$ cat config.mk
export PLATFORM = sky130hd
export DESIGN_NAME = decode_stage
export DESIGN_NICKNAME = d
export VERILOG_FILES = /design/src/rtl/decode_stage.sv
export SDC_FILE = /design/constraint.sdc
export NUM_CORES = 1
export LEC_CHECK = 0
export ABC_CLOCK_PERIOD_IN_PS = 4880
export CAP_MARGIN = 20
export CORE_AREA = 4 4 175 177
export DETAILED_ROUTE_END_ITERATION = 10
export DIE_AREA = 0 0 179 181
export PLACE_DENSITY = 0.72
export SLEW_MARGIN = 0
export SYNTH_ARGS = -nofsm -noshare
export SYNTH_HDL_FRONTEND = slang
export SYNTH_SLANG_ARGS = --single-unit
$ cat constraint.sdc
create_clock -name clk -period 4.88 [get_ports clk]
set_input_delay 0.488 -clock clk [delete_from_list [all_inputs] [get_ports clk]]
set_output_delay 0.488 -clock clk [all_outputs]
set_load 0.01 [all_outputs]
$ cat src/rtl/decode_stage.sv
// rtl/decode_stage.sv - MIPS-subset decode stage: register read, hazards, branch resolution
//
// Purpose:
//   Decodes the fetched instruction, reads rs/rt from the register file,
//   detects read-after-write hazards against EX/MEM/WB, resolves branches and
//   jumps (one delay slot, no squash) and registers operands/control for EX.
//
// Optional feature macro: DE_FORWARD_EN
//   defined   - operands bypassed EX > MEM > WB > register file; stall only on
//               a load-use dependency against EX.
//   undefined - no bypass; stall while any source matches any in-flight dest.
//
// Ports:
//   clk, reset                  clock, synchronous active-high reset
//   fe_pc, fe_inst              instruction being decoded
//   rf_raddr1/2, rf_rdata1/2    register file read port (rs / rt)
//   ex/mem/wb_dest, ex_is_load  in-flight destinations (0 = none)
//   ex/mem/wb_result            bypass values
//   stall                       freeze fetch and PC this cycle
//   br_taken, br_target         PC redirect
//   de_*                        registered decode results for execute

module decode_stage #(
    parameter logic [4:0] RA_REG = 5'd31
) (
    input  logic        clk,
    input  logic        reset,
    input  logic [31:0] fe_pc,
    input  logic [31:0] fe_inst,
    output logic [4:0]  rf_raddr1,
    output logic [4:0]  rf_raddr2,
    input  logic [31:0] rf_rdata1,
    input  logic [31:0] rf_rdata2,
    input  logic [4:0]  ex_dest,
    input  logic [4:0]  mem_dest,
    input  logic [4:0]  wb_dest,
    input  logic        ex_is_load,
    input  logic [31:0] ex_result,
    input  logic [31:0] mem_result,
    input  logic [31:0] wb_result,
    output logic        stall,
    output logic        br_taken,
    output logic [31:0] br_target,
    output logic        de_valid,
    output logic [31:0] de_pc,
    output logic [31:0] de_inst,
    output logic [3:0]  de_alu_op,
    output logic [31:0] de_vsrc1,
    output logic [31:0] de_vsrc2,
    output logic [31:0] de_store_data,
    output logic        de_mem_re,
    output logic        de_mem_we,
    output logic [4:0]  de_dest
);

    localparam logic [3:0] ALU_ADD  = 4'd0;
    localparam logic [3:0] ALU_SUB  = 4'd1;
    localparam logic [3:0] ALU_SLT  = 4'd2;
    localparam logic [3:0] ALU_SLTU = 4'd3;
    localparam logic [3:0] ALU_AND  = 4'd4;
    localparam logic [3:0] ALU_OR   = 4'd5;
    localparam logic [3:0] ALU_XOR  = 4'd6;
    localparam logic [3:0] ALU_NOR  = 4'd7;
    localparam logic [3:0] ALU_SLL  = 4'd8;
    localparam logic [3:0] ALU_SRL  = 4'd9;
    localparam logic [3:0] ALU_SRA  = 4'd10;
    localparam logic [3:0] ALU_LUI  = 4'd11;

    localparam logic [5:0] OP_SPECIAL = 6'h00;
    localparam logic [5:0] OP_J       = 6'h02;
    localparam logic [5:0] OP_JAL     = 6'h03;
    localparam logic [5:0] OP_BEQ     = 6'h04;
    localparam logic [5:0] OP_BNE     = 6'h05;
    localparam logic [5:0] OP_ADDIU   = 6'h09;
    localparam logic [5:0] OP_LUI     = 6'h0F;
    localparam logic [5:0] OP_LW      = 6'h23;
    localparam logic [5:0] OP_SW      = 6'h2B;

    localparam logic [5:0] FN_SLL  = 6'h00;
    localparam logic [5:0] FN_SRL  = 6'h02;
    localparam logic [5:0] FN_SRA  = 6'h03;
    localparam logic [5:0] FN_JR   = 6'h08;
    localparam logic [5:0] FN_ADDU = 6'h21;
    localparam logic [5:0] FN_SUBU = 6'h23;
    localparam logic [5:0] FN_AND  = 6'h24;
    localparam logic [5:0] FN_OR   = 6'h25;
    localparam logic [5:0] FN_XOR  = 6'h26;
    localparam logic [5:0] FN_NOR  = 6'h27;
    localparam logic [5:0] FN_SLT  = 6'h2A;
    localparam logic [5:0] FN_SLTU = 6'h2B;

    logic [5:0]  opcode;
    logic [5:0]  funct;
    logic [4:0]  rs;
    logic [4:0]  rt;
    logic [4:0]  rd;
    logic [4:0]  sa;
    logic [15:0] imm;
    logic [25:0] jidx;

    assign opcode = fe_inst[31:26];
    assign rs     = fe_inst[25:21];
    assign rt     = fe_inst[20:16];
    assign rd     = fe_inst[15:11];
    assign sa     = fe_inst[10:6];
    assign funct  = fe_inst[5:0];
    assign imm    = fe_inst[15:0];
    assign jidx   = fe_inst[25:0];

    assign rf_raddr1 = rs;
    assign rf_raddr2 = rt;

    logic [31:0] imm_sext;
    logic [31:0] pc_plus4;
    logic [31:0] pc_plus8;

    assign imm_sext = {{16{imm[15]}}, imm};
    assign pc_plus4 = fe_pc + 32'd4;
    assign pc_plus8 = fe_pc + 32'd8;

    // Instruction classification. The all-zero word is treated as a plain
    // no-op rather than SLL so that it never occupies the shifter encoding.
    logic       is_alu_r;
    logic       is_shift;
    logic       is_jr;
    logic       is_addiu;
    logic       is_lui;
    logic       is_lw;
    logic       is_sw;
    logic       is_beq;
    logic       is_bne;
    logic       is_j;
    logic       is_jal;
    logic [3:0] r_alu_op;

    always_comb begin
        is_alu_r = 1'b0;
        is_shift = 1'b0;
        is_jr    = 1'b0;
        is_addiu = 1'b0;
        is_lui   = 1'b0;
        is_lw    = 1'b0;
        is_sw    = 1'b0;
        is_beq   = 1'b0;
        is_bne   = 1'b0;
        is_j     = 1'b0;
        is_jal   = 1'b0;
        r_alu_op = ALU_ADD;
        if (fe_inst != 32'd0) begin
            case (opcode)
                OP_SPECIAL: begin
                    case (funct)
                        FN_ADDU: begin is_alu_r = 1'b1; r_alu_op = ALU_ADD;  end
                        FN_SUBU: begin is_alu_r = 1'b1; r_alu_op = ALU_SUB;  end
                        FN_SLT:  begin is_alu_r = 1'b1; r_alu_op = ALU_SLT;  end
                        FN_SLTU: begin is_alu_r = 1'b1; r_alu_op = ALU_SLTU; end
                        FN_AND:  begin is_alu_r = 1'b1; r_alu_op = ALU_AND;  end
                        FN_OR:   begin is_alu_r = 1'b1; r_alu_op = ALU_OR;   end
                        FN_XOR:  begin is_alu_r = 1'b1; r_alu_op = ALU_XOR;  end
                        FN_NOR:  begin is_alu_r = 1'b1; r_alu_op = ALU_NOR;  end
                        FN_SLL:  begin is_shift = 1'b1; r_alu_op = ALU_SLL;  end
                        FN_SRL:  begin is_shift = 1'b1; r_alu_op = ALU_SRL;  end
                        FN_SRA:  begin is_shift = 1'b1; r_alu_op = ALU_SRA;  end
                        FN_JR:   is_jr = 1'b1;
                        default: ;
                    endcase
                end
                OP_J:     is_j     = 1'b1;
                OP_JAL:   is_jal   = 1'b1;
                OP_BEQ:   is_beq   = 1'b1;
                OP_BNE:   is_bne   = 1'b1;
                OP_ADDIU: is_addiu = 1'b1;
                OP_LUI:   is_lui   = 1'b1;
                OP_LW:    is_lw    = 1'b1;
                OP_SW:    is_sw    = 1'b1;
                default:  ;
            endcase
        end
    end

    // Only registers the instruction actually reads can cause a hazard.
    logic use_rs;
    logic use_rt;

    assign use_rs = is_alu_r | is_jr | is_addiu | is_lw | is_sw | is_beq | is_bne;
    assign use_rt = is_alu_r | is_shift | is_sw | is_beq | is_bne;

    function automatic logic reg_match(input logic [4:0] src, input logic [4:0] dst);
        return (src != 5'd0) && (src == dst);
    endfunction

    logic [31:0] rs_val;
    logic [31:0] rt_val;

`ifdef DE_FORWARD_EN
    // Later assignments override earlier ones, giving EX > MEM > WB priority.
    always_comb begin
        rs_val = rf_rdata1;
        if (reg_match(rs, wb_dest))  rs_val = wb_result;
        if (reg_match(rs, mem_dest)) rs_val = mem_result;
        if (reg_match(rs, ex_dest))  rs_val = ex_result;
        rt_val = rf_rdata2;
        if (reg_match(rt, wb_dest))  rt_val = wb_result;
        if (reg_match(rt, mem_dest)) rt_val = mem_result;
        if (reg_match(rt, ex_dest))  rt_val = ex_result;
    end

    // A load in EX has no value yet; everything else can be bypassed.
    assign stall = ex_is_load & ((use_rs & reg_match(rs, ex_dest)) |
                                 (use_rt & reg_match(rt, ex_dest)));
`else
    assign rs_val = rf_rdata1;
    assign rt_val = rf_rdata2;

    assign stall = (use_rs & (reg_match(rs, ex_dest) | reg_match(rs, mem_dest) |
                              reg_match(rs, wb_dest))) |
                   (use_rt & (reg_match(rt, ex_dest) | reg_match(rt, mem_dest) |
                              reg_match(rt, wb_dest)));

    logic unused_fwd;
    assign unused_fwd = ^{ex_is_load, ex_result, mem_result, wb_result};
`endif

    logic br_cond;

    always_comb begin
        br_cond   = 1'b0;
        br_target = 32'd0;
        if (is_beq | is_bne) begin
            br_target = pc_plus4 + {imm_sext[29:0], 2'b00};
            br_cond   = is_beq ? (rs_val == rt_val) : (rs_val != rt_val);
        end else if (is_j | is_jal) begin
            br_target = {pc_plus4[31:28], jidx, 2'b00};
            br_cond   = 1'b1;
        end else if (is_jr) begin
            br_target = rs_val;
            br_cond   = 1'b1;
        end
    end

    // Operands may be stale while stalled; the branch is re-evaluated once
    // the hazard clears, so no redirect is issued in the meantime.
    assign br_taken = br_cond & ~stall;

    logic [3:0]  d_alu_op;
    logic [31:0] d_vsrc1;
    logic [31:0] d_vsrc2;
    logic [31:0] d_store;
    logic        d_re;
    logic        d_we;
    logic [4:0]  d_dest;

    always_comb begin
        d_alu_op = ALU_ADD;
        d_vsrc1  = 32'd0;
        d_vsrc2  = 32'd0;
        d_store  = 32'd0;
        d_re     = 1'b0;
        d_we     = 1'b0;
        d_dest   = 5'd0;
        if (is_alu_r) begin
            d_alu_op = r_alu_op;
            d_vsrc1  = rs_val;
            d_vsrc2  = rt_val;
            d_dest   = rd;
        end else if (is_shift) begin
            d_alu_op = r_alu_op;
            d_vsrc1  = {27'd0, sa};
            d_vsrc2  = rt_val;
            d_dest   = rd;
        end else if (is_addiu | is_lw | is_sw) begin
            d_vsrc1 = rs_val;
            d_vsrc2 = imm_sext;
            d_re    = is_lw;
            d_we    = is_sw;
            d_store = is_sw ? rt_val : 32'd0;
            d_dest  = is_sw ? 5'd0 : rt;
        end else if (is_lui) begin
            d_alu_op = ALU_LUI;
            d_vsrc2  = {16'd0, imm};
            d_dest   = rt;
        end else if (is_jal) begin
            // Link value is computed by the ALU as (pc+8) + 0.
            d_vsrc1 = pc_plus8;
            d_dest  = RA_REG;
        end
    end

    always_ff @(posedge clk) begin
        if (reset || stall) begin
            // Reset and stall bubble both leave an empty, all-zero slot.
            de_valid      <= 1'b0;
            de_pc         <= 32'd0;
            de_inst       <= 32'd0;
            de_alu_op     <= ALU_ADD;
            de_vsrc1      <= 32'd0;
            de_vsrc2      <= 32'd0;
            de_store_data <= 32'd0;
            de_mem_re     <= 1'b0;
            de_mem_we     <= 1'b0;
            de_dest       <= 5'd0;
        end else begin
            de_valid      <= 1'b1;
            de_pc         <= fe_pc;
            de_inst       <= fe_inst;
            de_alu_op     <= d_alu_op;
            de_vsrc1      <= d_vsrc1;
            de_vsrc2      <= d_vsrc2;
            de_store_data <= d_store;
            de_mem_re     <= d_re;
            de_mem_we     <= d_we;
            de_dest       <= d_dest;
        end
    end

endmodule

# Word level (Yosys, flattened, before mapping)
# Index checks and enable logic that the tools add are counted.
# totals
ff_bits,172
input_bits,242
out_inout_bits,216
word_cells,136
# op_classes
n_addsub,3
eq_ne,27
mux,55
n_bitwise,25
reduce_logical,16
# op_table
operator,n
32-bit 2-to-1 mux,11
6-bit equality test (second input constant),10
4-bit one-hot mux with 10 select lines,1
32-bit by 3-bit adder with 32-bit output (second input constant),1
32-bit adder,1
32-bit by 4-bit adder with 32-bit output (second input constant),1
32-bit equality test,1
32-bit inequality test,1
32-bit nonzero test,1
5-bit equality test,6
1-bit 2-to-1 mux,30
5-bit 2-to-1 mux,6
6-bit by 2-bit equality test with 1-bit output (second input constant),4
4-bit 2-to-1 mux,6
1-bit OR,19
6-bit by 4-bit equality test with 1-bit output (second input constant),3
16-bit 2-to-1 mux,1
6-bit by 3-bit equality test with 1-bit output (second input constant),2
6-bit logical NOT,2
5-bit nonzero test,2
8-bit OR reduction,1
1-bit logical AND,6
5-bit OR reduction,1
4-bit OR reduction,1
other kinds (4),8

# Logic depth before layout (Yosys ltp)
# depth
word_depth,15
ltp_mapped,20
mapped_depth_nobuf,17

# Worst setup path before layout
# Ideal clock, no wire load.
# synth_timing
path_type,input port to output port
from,in fe_pc[5]
to,out br_target[30]
arrival_ns,4.152
t_required_ns,4.392
path_slack_ns,0.240
cell_stages,20
n_path_buf,4
cell_sequence,clkbuf_1 and3_1 buf_2 and3_1 and3_1 clkbuf_1 nand2_1 nor3_1 nand2_1 xnor2_1 ha_1 clkbuf_1 a21o_1 a21o_1 a21oi_1 o211a_1 nor3_1 a2111oi_0 a32o_1 a211oi_1
# synth_between
elab_chain_len,3
elab_cells_between_ends,4
cone_classes,add/sub (2); mux (2)
# synth_rtl
element,line,text
from (decl),28,"input logic [31:0] fe_pc,"
32-bit by 3-bit adder with 32-bit output *,118,assign pc_plus4 = fe_pc + 32'd4;
32-bit adder / 32-bit 2-to-1 mux (equally long branches),"230, 232",
32-bit 2-to-1 mux *,229,if (is_beq | is_bne) begin
to (decl),43,"output logic [31:0] br_target,"
# Every way passes the cells marked *; elsewhere a longest branch is shown, timed or not.

# Final worst setup path
# layout_timing
from,in fe_pc[6]
to,out br_target[26]
# layout_between
elab_chain_len,3
# layout_rtl
element,line,text
32-bit by 3-bit adder with 32-bit output,118,
32-bit adder,230,"br_target = pc_plus4 + {imm_sext[29:0], 2'b00};"
32-bit 2-to-1 mux,229,
# Every way passes these cells.

==> flow_summary_export.csv <==
group,metric,value,unit
logic_synthesis,ys_seq_area_share,36.3,%
routing,vias,10300,
setup_path,worstPathRequired,4.39,ns
clock_tree,cts.sinks,172,
floorplanning,ioPinCount,458,
power,p_leak,5.96,nW
floorplanning,fp.dieW,179,um
global_routing,grt_pass1_vias,10400,
logic_synthesis,yosys.area.top_type,"dfxtp_1",
placement,place_inst,1938,
worst_hold_path,whs_path_depth,3,
worst_hold_path,hp-class,"input pin to register",
power,total_power,3.82,mW
logic_synthesis,synth_top_area_share,36.3,%
routing,ant_nets,0,
finish,fin_nets,1848,
routing,wl_per_cell,22.2,um
logic_synthesis,synth_commonest_cells,"dfxtp_1 (172), and2_1 (98), nor2_1 (83)",
timing,rsz0062_at_grt,"yes",
timing,fin_crit,4.79,ns
logic_synthesis,synth.area.top_cells,"dfxtp_1 (36%), xor2_1 (7.2%), and2_1 (6.5%)",
logic_synthesis,synth_fp_nets,1382,
logic_synthesis,ys_warn_count,0,
timing,finalHoldViolations,0,
logic_synthesis,postSynthAreaPerCell,8.56,um^2
routing,post-route-drc-count,0,
timing,whs,0.496,ns
clock_tree,numCtsBuffers,17,
finish,drive_gt1_share,17.0,%
setup_path,path_delay_family,"buffers and inverters",
global_routing,overflow,0,
floorplanning,std_cell_rows,63,
worst_hold_path,holdPathEnd,"de_pc[4]",
setup_path,crit_path_cell_trace,"clkdlybuf4s50_1 > and3_4 > and3_4 > and3_4 > buf_4 > nand3_1 > xnor2_1 > ha_1 > o21ai_2 > a22oi_2 > o211ai_1 > a31oi_4 > a311oi_2 > buf_4 > buf_4 > buf_4 > or4_1 > nand3_1 > clkdlybuf4s15_2",
global_routing,grt_max_degree,48,
timing,setup_violations,0,
logic_synthesis,async_reset_ff_share,0,%
logic_synthesis,yosysMostFrequentCell,"dfxtp_1",
logic_synthesis,synthCells,1108,
global_routing,grtUsageTotal,26.2,%
setup_path,critPathSlowestCell,"clkdlybuf4s50_1",
timing,maxSlewViolCount,0,
floorplanning,start_util,32.4,%
logic_synthesis,synthesis.area,9480,um^2
clock_tree,clk_path_buf_depth,2,
routing,met1_length,17.3,mm
timing,fmax,209,MHz
timing,slew_headroom,35.5,%
global_routing,antenna_found_initial,2,
run_status,status,"complete, no violations",
routing,drt-total-wl,43.8,mm
routing,drt_pass1_iterations,6,
worst_hold_path,hold_path_startpoint,"fe_pc[4]",
timing,worst_pin_slew,0.960,ns
routing,avgViaCountPerCell,5.20,
clock_tree,h-tree-depth,4,
setup_path,worstPathArrival,4.30,ns
logic_synthesis,ys.flop_type,"dfxtp_1",
setup_path,critPathMostFrequentCell,"buf_4",
setup_path,crit_buf_inv,6,
placement,routabilityCongestion,0.930,
logic_synthesis,ys_seq_elements,172,
routing,highest_layer,"met5",
clock_tree,cts_root_buf,"clkbuf_16",
routing,wl_met3,3.85,mm
global_routing,grt_pass1_wl,63.9,mm
floorplanning,core_area,29200,um^2
finish,instances_no_fill,1977,
floorplanning,fp.dieArea,32400,um^2
power,p_per_area,251,nW/um^2
placement,numPortBuffers,360,
clock_tree,ctsHoldBuffers,0,
floorplanning,die_h,181,um
power,ir_worst_vdd,0.190,mV
routing,drtIter0Drc,791,
clock_tree,cts_tree,"yes",
setup_path,critPathMaxFanout,4,
logic_synthesis,yosysUniqueCellTypes,70,
setup_path,critPathKind,"input pin to primary output",
setup_path,end_kind,"primary output",
finish,final_util,52.0,%
flow_run,max-cap-violations,0,
placement,dp.final_hpwl,34.9,mm
setup_path,critPathLaunchType,"input pin",
finish,syn2layout_area_growth,60.3,%
timing,min_period_over_period,98.1,%
routing,dr_wl_met2,21.0,mm
setup_path,slowest_delay,0.50,ns
clock_tree,clk_pin_slew,0.07,ns
logic_synthesis,synth_edf_count,0,
[cells in the final DEF (no fill, tap or decap), types with 14 or more instances in the layout]
cell             netlist  layout
buf_4                 13     181
xnor2_1               58      57
nand2_1               71      71
a21oi_1               57      53
clkdlybuf4s50_1        0     344
a22oi_1               52      51
clkbuf_16              0      17
o21ai_0               37      31
xor2_1                78      78
nor2_1                83      81
nand3_1               34      33
inv_1                 21      21
and2_1                98      98
ha_1                  31      28
nand4_1               21      21
nor4_1                15      14
dfxtp_1              172     172
nor3_1                32      30
a221oi_1              15      15
[sequential cells by signal (all words and copies together) (netlist names)]
signal         cells
de_alu_op          4
de_dest            5
de_inst           32
de_mem_re          1
de_mem_we          1
de_pc             32
de_store_data     32
de_valid           1
de_vsrc1          32
de_vsrc2          32
[per-layer routing]
| layer | up-vias | track usage, % |
|---|---|---|
| met2 | 464 | 44.0 |
| met1 | 4902 | 32.0 |
| met5 | - | 0 |
| met4 | 2 | 10.1 |
| met3 | 86 | 6.42 |
| li1 | 4821 | - |
[repair_timing]
item                                    CTS  global route
cloned                                    0             0
resized for setup                        32            39
buffers inserted                          4             3
endpoints found under the setup margin   14            16
pin swaps                                 9            19
[per-stage QoR]
stage                     setup slack [ns]  instance area, um^2  setup TNS [ns]
after floorplan                      0.240                 9480               0
after global placement              -0.571                14400           -4.03
after detailed placement            -0.510                14400           -4.20
after CTS                          -0.0964                15100         -0.0964
after global routing               -0.0795                15200          -0.185
final                               0.0926                15200               0
[logic make-up after synthesis]
family                   Yosys count  synth area share (%)
buffers and inverters            115                  5.98
AO/OA/AOI/OAI                    238                  17.3
XOR/XNOR                         136                  12.6
adder cells (fa/ha/maj)           32                  4.30
flip-flops                       172                  36.3
multiplexers                       7                 0.792
AND/OR/NAND/NOR                  408                  22.8
[final cells by class]
cell class / instances / area, um^2
clock inverter: 12 / 161
sequential: 172 / 3440
inverter: 22 / 83.8
antenna: 1 / 2.50
tap: 390 / 488
timing repair buffer: 540 / 4930
multi-input combinational: 821 / 5640
clock buffer: 19 / 443
fill: 2738 / 14000
[power breakdown]
part	leakage (nW)	switching, mW	internal, mW
registers	1.40	0.00995	1.44
logic	4.27	0.471	0.464
clock network	0.286	0.611	0.823
[worst max-delay path by stage]
stage | slack (ns) | cells past startpoint | to | start
final | 0.09 | 19 | br_target[26] | fe_pc[6]
after global routing | -0.08 | 18 | br_target[26] | fe_pc[6]
after CTS | -0.1 | 20 | br_target[26] | fe_pc[4]
after detailed placement | -0.51 | 18 | br_target[29] | fe_pc[3]
after global placement | -0.57 | 18 | br_target[29] | fe_pc[3]
after floorplan | 0.24 | 20 | br_target[30] | fe_pc[5]
No activity file was read; power rests on OpenSTA's default activity.
